--- src/rtl/abc_mac_sched_pkg.sv ---
// abc_mac_sched_pkg: shared types and helpers for the (A+B)*C scheduler.
//   - state_t: scheduler FSM states
//   - DEF_N_CH / DEF_W: default channel count and operand width
//   - res_width(): result width 2W+1
//   - rr_grant() / prio_grant(): arbitration over an up-to-8-bit valid vector
package abc_mac_sched_pkg;

  localparam int unsigned DEF_N_CH = 3;
  localparam int unsigned DEF_W    = 8;
  localparam int unsigned MAX_CH   = 8;
  localparam int unsigned MAX_CH_W = 3;

  typedef enum logic [1:0] {
    IDLE = 2'd0,
    MUL  = 2'd1,
    OUT  = 2'd2
  } state_t;

  function automatic int unsigned res_width(input int unsigned w);
    return 2 * w + 1;
  endfunction

  // First valid channel after 'last', wrapping modulo n_ch. Walking the search
  // order backwards lets the nearest hit overwrite the farther ones.
  function automatic logic [MAX_CH_W-1:0] rr_grant(input logic [MAX_CH-1:0]   valid,
                                                   input logic [MAX_CH_W-1:0] last,
                                                   input int unsigned         n_ch);
    logic [MAX_CH_W-1:0] g;
    int unsigned         idx;
    g = '0;
    for (int unsigned i = MAX_CH; i > 0; i--) begin
      idx = (32'(last) + i) % n_ch;
      if (i <= n_ch && valid[MAX_CH_W'(idx)]) g = MAX_CH_W'(idx);
    end
    return g;
  endfunction

  // Lowest valid index wins.
  function automatic logic [MAX_CH_W-1:0] prio_grant(input logic [MAX_CH-1:0] valid);
    logic [MAX_CH_W-1:0] g;
    g = '0;
    for (int i = int'(MAX_CH) - 1; i >= 0; i--) begin
      if (valid[i]) g = MAX_CH_W'(i);
    end
    return g;
  endfunction

endpackage

--- src/rtl/abc_mac_sched_if.sv ---
// abc_mac_sched_if: Avalon-ST requester sink and result source bundle.
//   asi_in_data/asi_in_valid/asi_in_ready : N_CH operand sinks, slice i = {C,B,A}
//   aso_out_data/channel/valid/ready      : tagged (A+B)*C result source
//   modport slave  : scheduler side
//   modport master : producer/consumer side
interface abc_mac_sched_if #(
  parameter int unsigned N_CH = 3,
  parameter int unsigned W    = 8
);
  localparam int unsigned CH_W = $clog2(N_CH);

  logic [N_CH*3*W-1:0] asi_in_data;
  logic [N_CH-1:0]     asi_in_valid;
  logic [N_CH-1:0]     asi_in_ready;
  logic [2*W:0]        aso_out_data;
  logic [CH_W-1:0]     aso_out_channel;
  logic                aso_out_valid;
  logic                aso_out_ready;

  modport slave (
    input  asi_in_data, asi_in_valid, aso_out_ready,
    output asi_in_ready, aso_out_data, aso_out_channel, aso_out_valid
  );

  modport master (
    output asi_in_data, asi_in_valid, aso_out_ready,
    input  asi_in_ready, aso_out_data, aso_out_channel, aso_out_valid
  );
endinterface

--- src/rtl/abc_shift_mul.sv ---
// abc_shift_mul: sequential shift-add multiplier, one multiplier bit per cycle.
//   csi_clk, rsi_reset : clock, async active-high reset
//   i_start            : load i_sum / i_c and clear the accumulator
//   i_sum  [W:0]       : multiplicand (A+B)
//   i_c    [W-1:0]     : multiplier C, consumed LSB first
//   o_done             : one-cycle pulse, W cycles after i_start
//   o_prod [2W:0]      : product, valid from o_done onward
module abc_shift_mul
  import abc_mac_sched_pkg::*;
#(
  parameter int unsigned W = DEF_W
) (
  input  logic              csi_clk,
  input  logic              rsi_reset,
  input  logic              i_start,
  input  logic [W:0]        i_sum,
  input  logic [W-1:0]      i_c,
  output logic              o_done,
  output logic [2*W:0]      o_prod
);
  localparam int unsigned PW    = res_width(W);
  localparam int unsigned CNT_W = $clog2(W);

  logic [PW-1:0]    r_addend;
  logic [PW-1:0]    r_acc;
  logic [W-1:0]     r_c;
  logic [CNT_W-1:0] r_cnt;
  logic             r_run;
  logic             r_done;

  // Addend shifts left while C shifts right, so bit k adds sum << k.
  always_ff @(posedge csi_clk or posedge rsi_reset) begin
    if (rsi_reset) begin
      r_addend <= '0;
      r_acc    <= '0;
      r_c      <= '0;
      r_cnt    <= '0;
      r_run    <= 1'b0;
      r_done   <= 1'b0;
    end else begin
      r_done <= 1'b0;
      if (i_start) begin
        r_addend <= PW'(i_sum);
        r_c      <= i_c;
        r_acc    <= '0;
        r_cnt    <= '0;
        r_run    <= 1'b1;
      end else if (r_run) begin
        if (r_c[0]) r_acc <= r_acc + r_addend;
        r_addend <= r_addend << 1;
        r_c      <= r_c >> 1;
        r_cnt    <= r_cnt + CNT_W'(1);
        if (r_cnt == CNT_W'(W - 1)) begin
          r_run  <= 1'b0;
          r_done <= 1'b1;
        end
      end
    end
  end

  assign o_done = r_done;
  assign o_prod = r_acc;

endmodule

--- src/rtl/abc_mac_sched.sv ---
// abc_mac_sched: shares one shift-add (A+B)*C unit among N_CH Avalon-ST requesters.
//   csi_clk, rsi_reset : clock, async active-high reset
//   bus (slave)        : per-channel operand sinks and tagged result source
//   coe_busy           : high whenever the FSM is not in IDLE
// Arbitration is round-robin; defining ABC_MAC_SCHED_STRICT_PRIO_EN switches
// to fixed priority (lowest index wins).
module abc_mac_sched
  import abc_mac_sched_pkg::*;
#(
  parameter int unsigned N_CH = DEF_N_CH,
  parameter int unsigned W    = DEF_W
) (
  input  logic              csi_clk,
  input  logic              rsi_reset,
  abc_mac_sched_if.slave    bus,
  output logic              coe_busy
);
  localparam int unsigned RW   = res_width(W);
  localparam int unsigned CH_W = $clog2(N_CH);
  localparam int unsigned DW   = 3 * W;
  localparam int unsigned SW   = W + 1;

  state_t          r_state;
  state_t          w_next;
  logic [CH_W-1:0] r_last_grant;
  logic [CH_W-1:0] r_out_channel;
  logic [CH_W-1:0] w_grant;
  logic [N_CH-1:0] w_ready;
  logic [MAX_CH-1:0] w_valid8;
  logic            w_any_valid;
  logic            w_xfer;
  logic            w_mul_done;
  logic [DW-1:0]   w_op;
  logic [SW-1:0]   w_sum;
  logic [RW-1:0]   w_prod;
  logic [RW-1:0]   r_out_data;
  logic            r_out_valid;
  logic            r_busy;

  assign w_valid8    = MAX_CH'(bus.asi_in_valid);
  assign w_any_valid = |bus.asi_in_valid;

`ifdef ABC_MAC_SCHED_STRICT_PRIO_EN
  assign w_grant = CH_W'(prio_grant(w_valid8));
`else
  assign w_grant = CH_W'(rr_grant(w_valid8, MAX_CH_W'(r_last_grant), N_CH));
`endif

  // Operands of the granted channel.
  assign w_op  = bus.asi_in_data[32'(w_grant)*DW +: DW];
  assign w_sum = SW'(w_op[W-1:0]) + SW'(w_op[2*W-1:W]);

  abc_shift_mul #(.W(W)) u_mul (
    .csi_clk   (csi_clk),
    .rsi_reset (rsi_reset),
    .i_start   (w_xfer),
    .i_sum     (w_sum),
    .i_c       (w_op[DW-1:2*W]),
    .o_done    (w_mul_done),
    .o_prod    (w_prod)
  );

  // State register.
  always_ff @(posedge csi_clk or posedge rsi_reset) begin
    if (rsi_reset) r_state <= IDLE;
    else           r_state <= w_next;
  end

  // Next-state logic.
  always_comb begin
    w_next = r_state;
    case (r_state)
      IDLE:    if (w_xfer)            w_next = MUL;
      MUL:     if (w_mul_done)        w_next = OUT;
      OUT:     if (bus.aso_out_ready) w_next = IDLE;
      default:                        w_next = IDLE;
    endcase
  end

  // Combinational accept: the grant's ready bit, only in IDLE with a request.
  always_comb begin
    w_ready = '0;
    w_xfer  = 1'b0;
    if (r_state == IDLE && w_any_valid) begin
      w_ready[w_grant] = 1'b1;
      w_xfer           = 1'b1;
    end
  end

  // Registered outputs and grant history.
  always_ff @(posedge csi_clk or posedge rsi_reset) begin
    if (rsi_reset) begin
      r_last_grant  <= CH_W'(N_CH - 1);
      r_out_channel <= '0;
      r_out_data    <= '0;
      r_out_valid   <= 1'b0;
      r_busy        <= 1'b0;
    end else begin
      if (w_xfer) begin
        r_last_grant  <= w_grant;
        r_out_channel <= w_grant;
      end
      if (r_state == MUL && w_mul_done) r_out_data <= w_prod;
      r_out_valid <= (w_next == OUT);
      r_busy      <= (w_next != IDLE);
    end
  end

  assign bus.asi_in_ready    = w_ready;
  assign bus.aso_out_data    = r_out_data;
  assign bus.aso_out_channel = r_out_channel;
  assign bus.aso_out_valid   = r_out_valid;
  assign coe_busy            = r_busy;

endmodule

--- src/flat_wrapper.sv ---
// flat-port wrapper written by rule: the top's interface ports become plain ports
module abc_mac_sched_flat import abc_mac_sched_pkg::*;
#(
  parameter int unsigned N_CH = DEF_N_CH,
  parameter int unsigned W    = DEF_W
)
  (csi_clk, rsi_reset, coe_busy, bus_asi_in_data, bus_asi_in_valid, bus_aso_out_ready, bus_asi_in_ready, bus_aso_out_data, bus_aso_out_channel, bus_aso_out_valid);
  abc_mac_sched_if #(.N_CH(N_CH), .W(W)) bus_i ();
  input  logic csi_clk;
  input  logic rsi_reset;
  output logic coe_busy;
  input wire logic [$bits(bus_i.asi_in_data)-1:0] bus_asi_in_data;
  input wire logic [$bits(bus_i.asi_in_valid)-1:0] bus_asi_in_valid;
  input wire logic [$bits(bus_i.aso_out_ready)-1:0] bus_aso_out_ready;
  output wire logic [$bits(bus_i.asi_in_ready)-1:0] bus_asi_in_ready;
  output wire logic [$bits(bus_i.aso_out_data)-1:0] bus_aso_out_data;
  output wire logic [$bits(bus_i.aso_out_channel)-1:0] bus_aso_out_channel;
  output wire logic [$bits(bus_i.aso_out_valid)-1:0] bus_aso_out_valid;
  assign bus_i.asi_in_data = bus_asi_in_data;
  assign bus_i.asi_in_valid = bus_asi_in_valid;
  assign bus_i.aso_out_ready = bus_aso_out_ready;
  assign bus_asi_in_ready = bus_i.asi_in_ready;
  assign bus_aso_out_data = bus_i.aso_out_data;
  assign bus_aso_out_channel = bus_i.aso_out_channel;
  assign bus_aso_out_valid = bus_i.aso_out_valid;
  abc_mac_sched #(.N_CH(N_CH), .W(W)) u_core (.csi_clk(csi_clk), .rsi_reset(rsi_reset), .bus(bus_i), .coe_busy(coe_busy));
endmodule
--- config.mk ---
export PLATFORM = sky130hd
export DESIGN_NAME = abc_mac_sched_flat
export DESIGN_NICKNAME = d
export VERILOG_FILES = /design/src/rtl/abc_mac_sched_pkg.sv /design/src/rtl/abc_mac_sched_if.sv /design/src/rtl/abc_shift_mul.sv /design/src/rtl/abc_mac_sched.sv /design/src/flat_wrapper.sv
export SDC_FILE = /design/constraint.sdc
export NUM_CORES = 1
export LEC_CHECK = 0
export BUFFER_PORTS_ARGS = -buffer_cell sky130_fd_sc_hd__clkbuf_2
export CORE_AREA = 10 10 106 108
export DETAILED_ROUTE_END_ITERATION = 12
export DIE_AREA = 0 0 116 118
export HOLD_SLACK_MARGIN = 0.12
export PLACE_DENSITY = 0.79
export SETUP_SLACK_MARGIN = 0.5
export SKIP_CTS_REPAIR_TIMING = 1
export SLEW_MARGIN = 0
export SYNTH_ARGS = -nofsm -noshare
export SYNTH_HDL_FRONTEND = slang
export SYNTH_SLANG_ARGS = --single-unit
--- constraint.sdc ---
create_clock -name csi_clk -period 11.4 [get_ports csi_clk]
set_input_delay 2.28 -clock csi_clk [delete_from_list [all_inputs] [get_ports csi_clk]]
set_output_delay 2.28 -clock csi_clk [all_outputs]
set_load 0.1 [all_outputs]
==> results.yml, run 1 <==
status:
  outcome: "completed"
synthesis:
  synth.ff_latch_count: 71
  synth_nets: 638
  netlist_instances: 524
  synth_area_per_cell_um2: 9.441
  synth_edf_count: 0
  yosysSeqAreaShare_pct: 35.94
  yosys_warnings: 0
  synthFlopType: "dfrtp_1"
  synthArstFlopShare_pct: 100.0
  netlist_area_mm2: 0.004947
  ys_types: 60
grt:
  grt_pass1_vias: 4378
  antenna_found_initial: 0
  grt.met2_usage_pct: 27.39
  grt_use_met1_pct: 22.42
  track_usage_pct: 17.50
  gr-total-overflow: 0
  grt_busiest_layer: "met2"
  grt_pass1_wl_mm: 20.15
  grt_max_degree: 72
  grtUsageMet3_pct: 4.485
place:
  placed_area_mm2: 0.005470
  gp_congestion: 0.8786
  io_buffers: 101
  hpwl_mm: 9.196
  dp.cells: 710
die:
  row_count: 35
  num_io_pins: 102
  start_util_pct: 54.31
  fp.dieW_um: 116
  core_area_mm2: 0.009109
  die-area_mm2: 0.01369
  fp.dieH_um: 118
setup_path:
  cp_max_fo: 18
  rrSetupSlack_ns: 6.55
  worstRegToRegCells: 17
  end_kind: "output pin"
  critPathKind: "in -> out"
  start_kind: "input pin"
  arrival_ns: 4.30
  required_ns: 9.12
flow_run:
  cap_violations: 0
drt:
  drt_iter0_markers: 261
  vias: 4292
  routed_wl_mm: 11.86
  antenna_left: 0
  wl_per_cell_um: 16.33
  detail_route.drc_violations: 0
  dr.pass1.iters: 5
  viasPerCell: 5.912
cells_and_area:
  insertedDiodeCount: 0
  layout-drive-gt1-share_pct: 24.72
  nNetsFinal: 724
  finalNonFillerCells: 726
  final_cell_mix: "101 x clkbuf_2, 70 x dfrtp_1, 42 x nand2_1"
  final_common_cell: "clkbuf_2"
  design_area_mm2: 0.005659
  area_growth_syn_to_layout_pct: 14.39
clock_network:
  htreeDepth: 3
  cts_tree: "built"
  cts_made_buffers: 9
  clock_sinks: 71
  cts-root-buf: "clkbuf_8"
  clockBufferDepth: 2
  path_clk_slew_ns: 0.08
  clk_latency_ns: 0.35
sta:
  relSlewSlack_pct: 37.22
  skew_ns: 0.01156
  rsz0062_at_grt: "false"
  tightest_slew_ns: 0.9388
  final.setup.tns_ns: 0
  fin_hold_ws_ns: 0.4864
  hold_viol: 0
  setup_viol: 0
  max_freq_ghz: 0.1521
  fin_crit_ns: 6.576
  finalMaxSlewViolations: 0
  fin_crit_sh_pct: 57.68
min_path:
  hp-class: "reg -> reg"
  min_path_cells: 1
## critical path: stages
cell and delay (ns):
clkbuf_2 0.12, nor2b_1 0.20, o211ai_1 0.17, a221oi_4 0.50, a21oi_2 0.11, buf_4 0.25
nor3_1 0.16, clkbuf_2 0.49
## cell usage after synthesis (all sizes together) (2+ instances only)
cell type	number	share of area (%)
a21o	10	1.5
a211oi	13	2.0
xnor2	9	1.6
or4	4	0.61
o21a	3	0.46
nand2b	11	1.4
nor3b	2	0.30
o22ai	8	1.0
o21bai	2	0.30
a21oi	37	3.8
o2bb2ai	14	2.5
nand3	18	1.8
nand4b	2	0.35
o211ai	5	0.76
a31oi	5	0.63
or2	2	0.25
and3	5	0.73
mux2	17	3.9
nor2	32	2.8
fa	2	0.81
dfrtp	70	35
mux2i	41	8.3
nand2	43	3.3
o31a	2	0.35
o311a	2	0.40
nand4	7	0.89
o21ai	36	3.6
clkbuf	16	1.2
a221oi	2	0.71
and2	5	0.63
buf	16	2.3
inv	15	1.1
nor3	10	1.0
ha	34	8.6
o211a	2	0.40
o31ai	2	0.30
nor2b	6	0.91
or3	4	0.51
## state kept, by name, summed over array words and instances, names as in the netlist, 2 cells and up
name and count:
u_core.bus.aso_out_channel 2, u_core.u_mul.o_prod 17, u_core.r_state 2, u_core.u_mul.r_cnt 3
u_core.u_mul.r_c 8, u_core.u_mul.r_addend 17, u_core.bus.aso_out_data 17
## layout make-up
| type | instances | area [um2] |
|---|---|---|
| clock buffer | 10 | 127.6 |
| clock inverter | 6 | 61.31 |
| tap | 111 | 138.9 |
| multi-input combinational | 406 | 2947 |
| sequential | 71 | 1778 |
| fill | 800 | 3450 |
| inverter | 15 | 56.30 |
| timing repair buffer | 107 | 550.5 |
## metrics by stage
step	util, %	worst slack [ns]
after floorplan	-	3.638
after global placement	60.05	4.910
after detailed placement	60.05	4.860
after CTS	62.13	4.856
after global routing	62.13	4.694
final	62.13	4.824
## path summary, 6_finish.rpt
path | start | endpoint
max in group asynchronous | rsi_reset | u_core.u_mul.r_addend[11]
max reg2reg | u_core.r_last_grant[1] | u_core.u_mul.r_addend[8]
min in group asynchronous | rsi_reset | u_core.coe_busy
max | bus_asi_in_valid[2] | bus_asi_in_ready[0]
min reg2reg | u_core.u_mul.o_done | u_core.r_state[0]
min | u_core.u_mul.o_done | u_core.r_state[0]
## routing by layer
| metal | vias up | share of wire [%] |
|---|---|---|
| met5 | - | 0 |
| met3 | 21 | 8.1 |
| met4 | 0 | 1.8 |
| met2 | 171 | 46 |
| met1 | 2009 | 44 |
| li1 | 2091 | - |
## cell families (layout without fill, tap and decap cells)
kind of cell / count (synthesis) / in the layout / synth area share [%]
AOI/OAI and AO/OA: 149 / 149 / 20.31
xor gates and xnor gates: 10 / 10 / 1.770
adders and majority gates: 36 / 36 / 9.408
buffers and inverters: 47 / 138 / 4.603
DFF: 71 / 71 / 35.94
muxes: 58 / 58 / 12.16
and+or+nand+nor: 153 / 153 / 15.81
Power of run 1 is not shown: default switching activity piles up to over one toggle a cycle in this logic, so the estimate is an artifact.
==> run 2, diff against run 1 <==
==> constraint.sdc (replaced) <==
create_clock -name csi_clk -period 6.15 [get_ports csi_clk]
set_input_delay 1.23 -clock csi_clk [delete_from_list [all_inputs] [get_ports csi_clk]]
set_output_delay 1.23 -clock csi_clk [all_outputs]
set_load 0.1 [all_outputs]
==> run 2 against run 1 <==
Compared with the run above:
- cell count shrank 0.14%
- wire length shrank 3.4%
- first-iteration DRC count down 8.4%
==> results.yml, run 2 (synthesis gave the netlist of run 1 again) <==
grt:
  grt_pass1_vias: 4283
  grt_pass1_wl_mm: 19.50
  track_usage_pct: 17.01
  grt_max_degree: 72
  antenna_found_initial: 0
  gr-total-overflow: 0
setup_path:
  critPathCapture: "u_core.u_mul.r_addend[8]"
  start_kind: "flip-flop"
  cp_max_fo: 19
  r2r_start: "u_core.r_last_grant[1]"
  required_ns: 6.36
  worstRegToRegCells: 17
  end_kind: "flip-flop"
  critPathKind: "reg -> reg"
  rrSetupSlack_ns: 1.26
  worstSetupStartpoint: "u_core.r_last_grant[1]"
  arrival_ns: 5.10
  r2r_end: "u_core.u_mul.r_addend[8]"
flow_run:
  cap_violations: 0
place:
  dp.cells: 710
  gp_congestion: 0.8595
  hpwl_mm: 8.866
  io_buffers: 101
status:
  outcome: "completed"
sta:
  hold_viol: 0
  fin_crit_sh_pct: 79.47
  relSlewSlack_pct: 39.69
  fin_crit_ns: 4.887
  final.setup.tns_ns: 0
  finalMaxSlewViolations: 0
  setup_viol: 0
  rsz0062_at_grt: "false"
  skew_ns: 0.009041
  tightest_slew_ns: 0.9019
  max_freq_ghz: 0.2046
drt:
  antenna_left: 0
  vias: 4173
  dr.pass1.iters: 4
  drt_iter0_markers: 239
  routed_wl_mm: 11.45
  wl_per_cell_um: 15.79
  detail_route.drc_violations: 0
  viasPerCell: 5.756
die:
  die-area_mm2: 0.01369
  row_count: 35
  core_area_mm2: 0.009109
  fp.dieW_um: 116
  num_io_pins: 102
  fp.dieH_um: 118
  start_util_pct: 54.31
clock_network:
  clockBufferDepth: 2
  htreeDepth: 3
  clk_latency_ns: 0.34
  clock_sinks: 71
  cts_made_buffers: 9
  path_clk_slew_ns: 0.07
  cts_tree: "built"
  cts-root-buf: "clkbuf_8"
min_path:
  hp-class: "reg -> reg"
  hp-start: "u_core.u_mul.o_done"
cells_and_area:
  fill_cells: 763
  layout-drive-gt1-share_pct: 24.76
  finalNonFillerCells: 725
  insertedDiodeCount: 0
  nNetsFinal: 724
  final_cell_mix: "101 x clkbuf_2, 70 x dfrtp_1, 42 x nand2_1"
  area_growth_syn_to_layout_pct: 13.99
  final_common_cell: "clkbuf_2"
-- run 2: worst max-delay path: stages (launching register included) --
cell and delay (ns):
dfstp_2 0.58, inv_1 0.11, ha_1 0.50, mux2i_1 0.34, o31a_1 0.55, nor2_1 0.14, a21oi_2 0.26, buf_4 0.33
nor2_8 0.09, o2bb2ai_1 0.15, ha_1 0.21, fa_1 0.40, a21o_1 0.20, a21oi_1 0.21, o21bai_1 0.10, a21oi_1 0.21
nor2_1 0.06, o41a_1 0.31
-- run 2: routing by layer --
layer | vias up | part of all wire (%) | wire [um] | track usage (%)
li1 | 2091 | - | - | -
met1 | 1941 | 45 | 5195 | 21.84
met2 | 125 | 46 | 5272 | 26.50
met3 | 16 | 7.2 | 830 | 4.995
met4 | 0 | 1.3 | 153 | 5.634
met5 | - | 0 | 0 | 0
-- run 2: layout make-up --
type	instances	area [um2]	area share, %
flip-flops and latches	71	1778	31.53
clock buffers	11	141.4	2.507
clock inverters	4	22.52	0.3994
multi-input cells	406	2952	52.34
repair buffers	107	550.5	9.763
well taps	111	138.9	2.463
inverters	15	56.30	0.9984
-- run 2: worst min-delay path by stage --
stage	slack, ns	endpoint	depth (start not counted)
global route	0.51	u_core.r_state[0]	1
detailed placement	0.47	u_core.r_state[0]	1
floorplan	0.44	u_core.r_state[0]	1
finish	0.47	u_core.r_state[0]	1
CTS	0.48	u_core.r_state[0]	1
global placement	0.46	u_core.r_state[0]	1
-- run 2: stage by stage --
stage | util [%] | setup WS, ns | cell area [um2] | hold slack [ns]
6_report | 61.91 | 1.263 | 5639 | 0.4743
2_1_floorplan | - | 1.358 | 4952 | 0.4359
4_1_cts | 61.91 | 1.280 | 5639 | 0.4771
5_1_grt | 61.91 | 0.8553 | 5639 | 0.5113
3_5_place_dp | 60.11 | 1.164 | 5475 | 0.4679
3_3_place_gp | 60.11 | 1.343 | 5475 | 0.4561
Power of run 2 is left out for the same reason.
==> run 3, diff against run 2 <==
--- a/config.mk
+++ b/config.mk
@@ -5,6 +5,7 @@
 export SDC_FILE = /design/constraint.sdc
 export NUM_CORES = 1
 export LEC_CHECK = 0
+export ABC_AREA = 1
 export BUFFER_PORTS_ARGS = -buffer_cell sky130_fd_sc_hd__clkbuf_2
 export CORE_AREA = 10 10 106 108
 export DETAILED_ROUTE_END_ITERATION = 12
==> constraint.sdc (replaced) <==
create_clock -name csi_clk -period 4.5 [get_ports csi_clk]
set_input_delay 0.9 -clock csi_clk [delete_from_list [all_inputs] [get_ports csi_clk]]
set_output_delay 0.9 -clock csi_clk [all_outputs]
set_load 0.1 [all_outputs]
==> run 3 against run 2 <==
Compared with the run above:
- register-to-register slack got worse by 0.53 ns
- cell area up 3.0%
- worst setup slack got worse by 0.67 ns
- critical path type is now reg -> out
- critical endpoint is now bus_asi_in_ready[0]
==> results.yml, run 3 <==
status:
  outcome: "completed"
sta:
  relSlewSlack_pct: 30.68
  max_freq_ghz: 0.2558
  finalMaxSlewViolations: 0
  rsz0062_at_grt: "false"
  fin_crit_ns: 3.909
  timing.final.ws_setup_ns: 0.5913
  setup_viol: 0
  tightest_slew_ns: 1.038
  hold_viol: 0
  skew_ns: 0.009001
  final.setup.tns_ns: 0
  fin_crit_sh_pct: 86.86
synthesis:
  ys_top_cells_by_area: "dfrtp_1 36%, nand2_1 11%, ha_1 8.6%"
  netlist_area_mm2: 0.004918
  synth_area_per_cell_um2: 7.509
  netlist_instances: 655
  synth_nets: 769
  synth_commonest_cells: "141 x nand2_1, 74 x inv_1, 72 x nand3_1"
  synth_top_area_share_pct: 35.61
  ys_types: 43
  yosysTopAreaCell: "dfrtp_1"
  synthFlopType: "dfrtp_1"
  synth.ff_latch_count: 71
  yosysMostFrequentCell: "nand2_1"
  yosysSeqAreaShare_pct: 36.15
  yosys_warnings: 0
  synth_edf_count: 0
  synthArstFlopShare_pct: 100.0
drt:
  dr.pass1.iters: 5
  wl_per_cell_um: 15.49
  viasPerCell: 5.572
  vias: 4859
  detail_route.drc_violations: 0
  top_layer: "met4"
  routed_wl_mm: 13.50
  route.met2.wl_mm: 5.955
  wirelength_met1_mm: 6.137
  drt_iter0_markers: 455
  antenna_left: 0
  wl_met3_mm: 1.183
grt:
  grt_pass1_wl_mm: 21.99
  grt_max_degree: 52
  track_usage_pct: 19.19
  gr-total-overflow: 0
  grt_pass1_vias: 4819
  antenna_found_initial: 0
clock_network:
  htreeDepth: 3
  clk_latency_ns: 0.35
  cts_tree: "built"
  clock_sinks: 71
  cts_made_buffers: 9
  clockBufferDepth: 2
  path_clk_slew_ns: 0.07
  cts-root-buf: "clkbuf_8"
cells_and_area:
  multi_input_area_mm2: 0.002788
  seq_area_mm2: 0.001778
  final_core_util_pct: 63.79
  area_growth_syn_to_layout_pct: 18.14
  layout-drive-gt1-share_pct: 21.68
  final_cell_mix: "140 x nand2_1, 100 x clkbuf_2, 72 x inv_1, 72 x nand3_1, 70 x dfrtp_1"
  insertedDiodeCount: 0
  fill_cells: 816
  nNetsFinal: 870
  final_common_cell: "nand2_1"
die:
  fp.dieH_um: 118
  num_io_pins: 102
  die-area_mm2: 0.01369
  row_count: 35
  start_util_pct: 54.00
  core_area_mm2: 0.009109
  fp.dieW_um: 116
setup_path:
  worstSetupStartpoint: "u_core.r_last_grant[1]"
  start_kind: "flip-flop"
  cp_max_fo: 18
  r2r_start: "u_core.r_last_grant[1]"
  required_ns: 3.60
  end_kind: "output pin"
  arrival_ns: 3.01
  critPathKind: "reg -> out"
min_path:
  hp-start: "u_core.u_mul.o_done"
  hp-class: "reg -> reg"
place:
  gp_congestion: 0.9606
  hpwl_mm: 10.13
  io_buffers: 101
  place_ws_ns: 0.5159
flow_run:
  cap_violations: 0
## run 3: changes by cell type after synthesis, sizes merged, moves of 9 or more
cell,previous run,this run
nand3,18,77
a211oi,13,0
inv,15,83
mux2i,41,0
nand2b,11,0
o21ai,36,88
o2bb2ai,14,0
mux2,17,3
a21boi,1,10
a21o,10,1
nand2,43,147
## run 3: final timing paths
kind                                        endpoint  slack (ns)  cells after the start
setup / recovery                 bus_asi_in_ready[0]        0.59                     13
hold / removal                     u_core.r_state[0]        0.47                      1
setup reg to reg            u_core.u_mul.r_addend[6]        0.73                     22
hold reg to reg                    u_core.r_state[0]        0.47                      1
max in group asynchronous  u_core.u_mul.r_addend[15]        2.84                      3
min in group asynchronous          u_core.r_state[1]        0.79                      2
## run 3: cells by family (layout without fill, tap and decap cells)
kind of cell	count (synthesis)	count (layout)	synth area share (%)
buf+inv	105	209	9.056
simple gates	277	279	25.74
xor+xnor	9	9	1.603
fa+ha+maj	36	36	9.463
mux	3	3	0.6868
compound gates	154	154	17.30
flops	71	71	36.15
## run 3: through the flow
stage	hold slack, ns	area (um2)	instances
floorplan	0.4333	4918	655
global placement	0.4463	5472	848
detailed placement	0.4556	5472	848
CTS	0.4643	5667	864
global route	0.4804	5811	872
finish	0.4673	5811	872
## run 3: final cells by class
type	count	share of cell area, %
timing repair buffer	110	10.12
clock buffer	14	3.144
clock inverter	2	0.2153
inverter	83	5.556
multi-input combinational	481	47.98
sequential	71	30.60
tap	111	2.390
## run 3: metal layers
metal	vias up	global-route usage, %
met5	-	0
met4	0	6.103
met3	20	5.250
met2	213	29.12
met1	2243	25.64
li1	2383	-
## run 3: worst max-delay path, cell delays in order, from the launching register on
cell        delay (ns)
dfstp_2           0.57
clkinvlp_4        0.17
ha_4              0.34
inv_2             0.07
nand3_2           0.11
nand2_1           0.09
nand2_2           0.13
nand2_1           0.09
inv_2             0.07
nand2_4           0.12
nand2_8           0.15
inv_6             0.08
nor3_2            0.14
clkbuf_2          0.50
Power of run 3 is left out for the same reason.
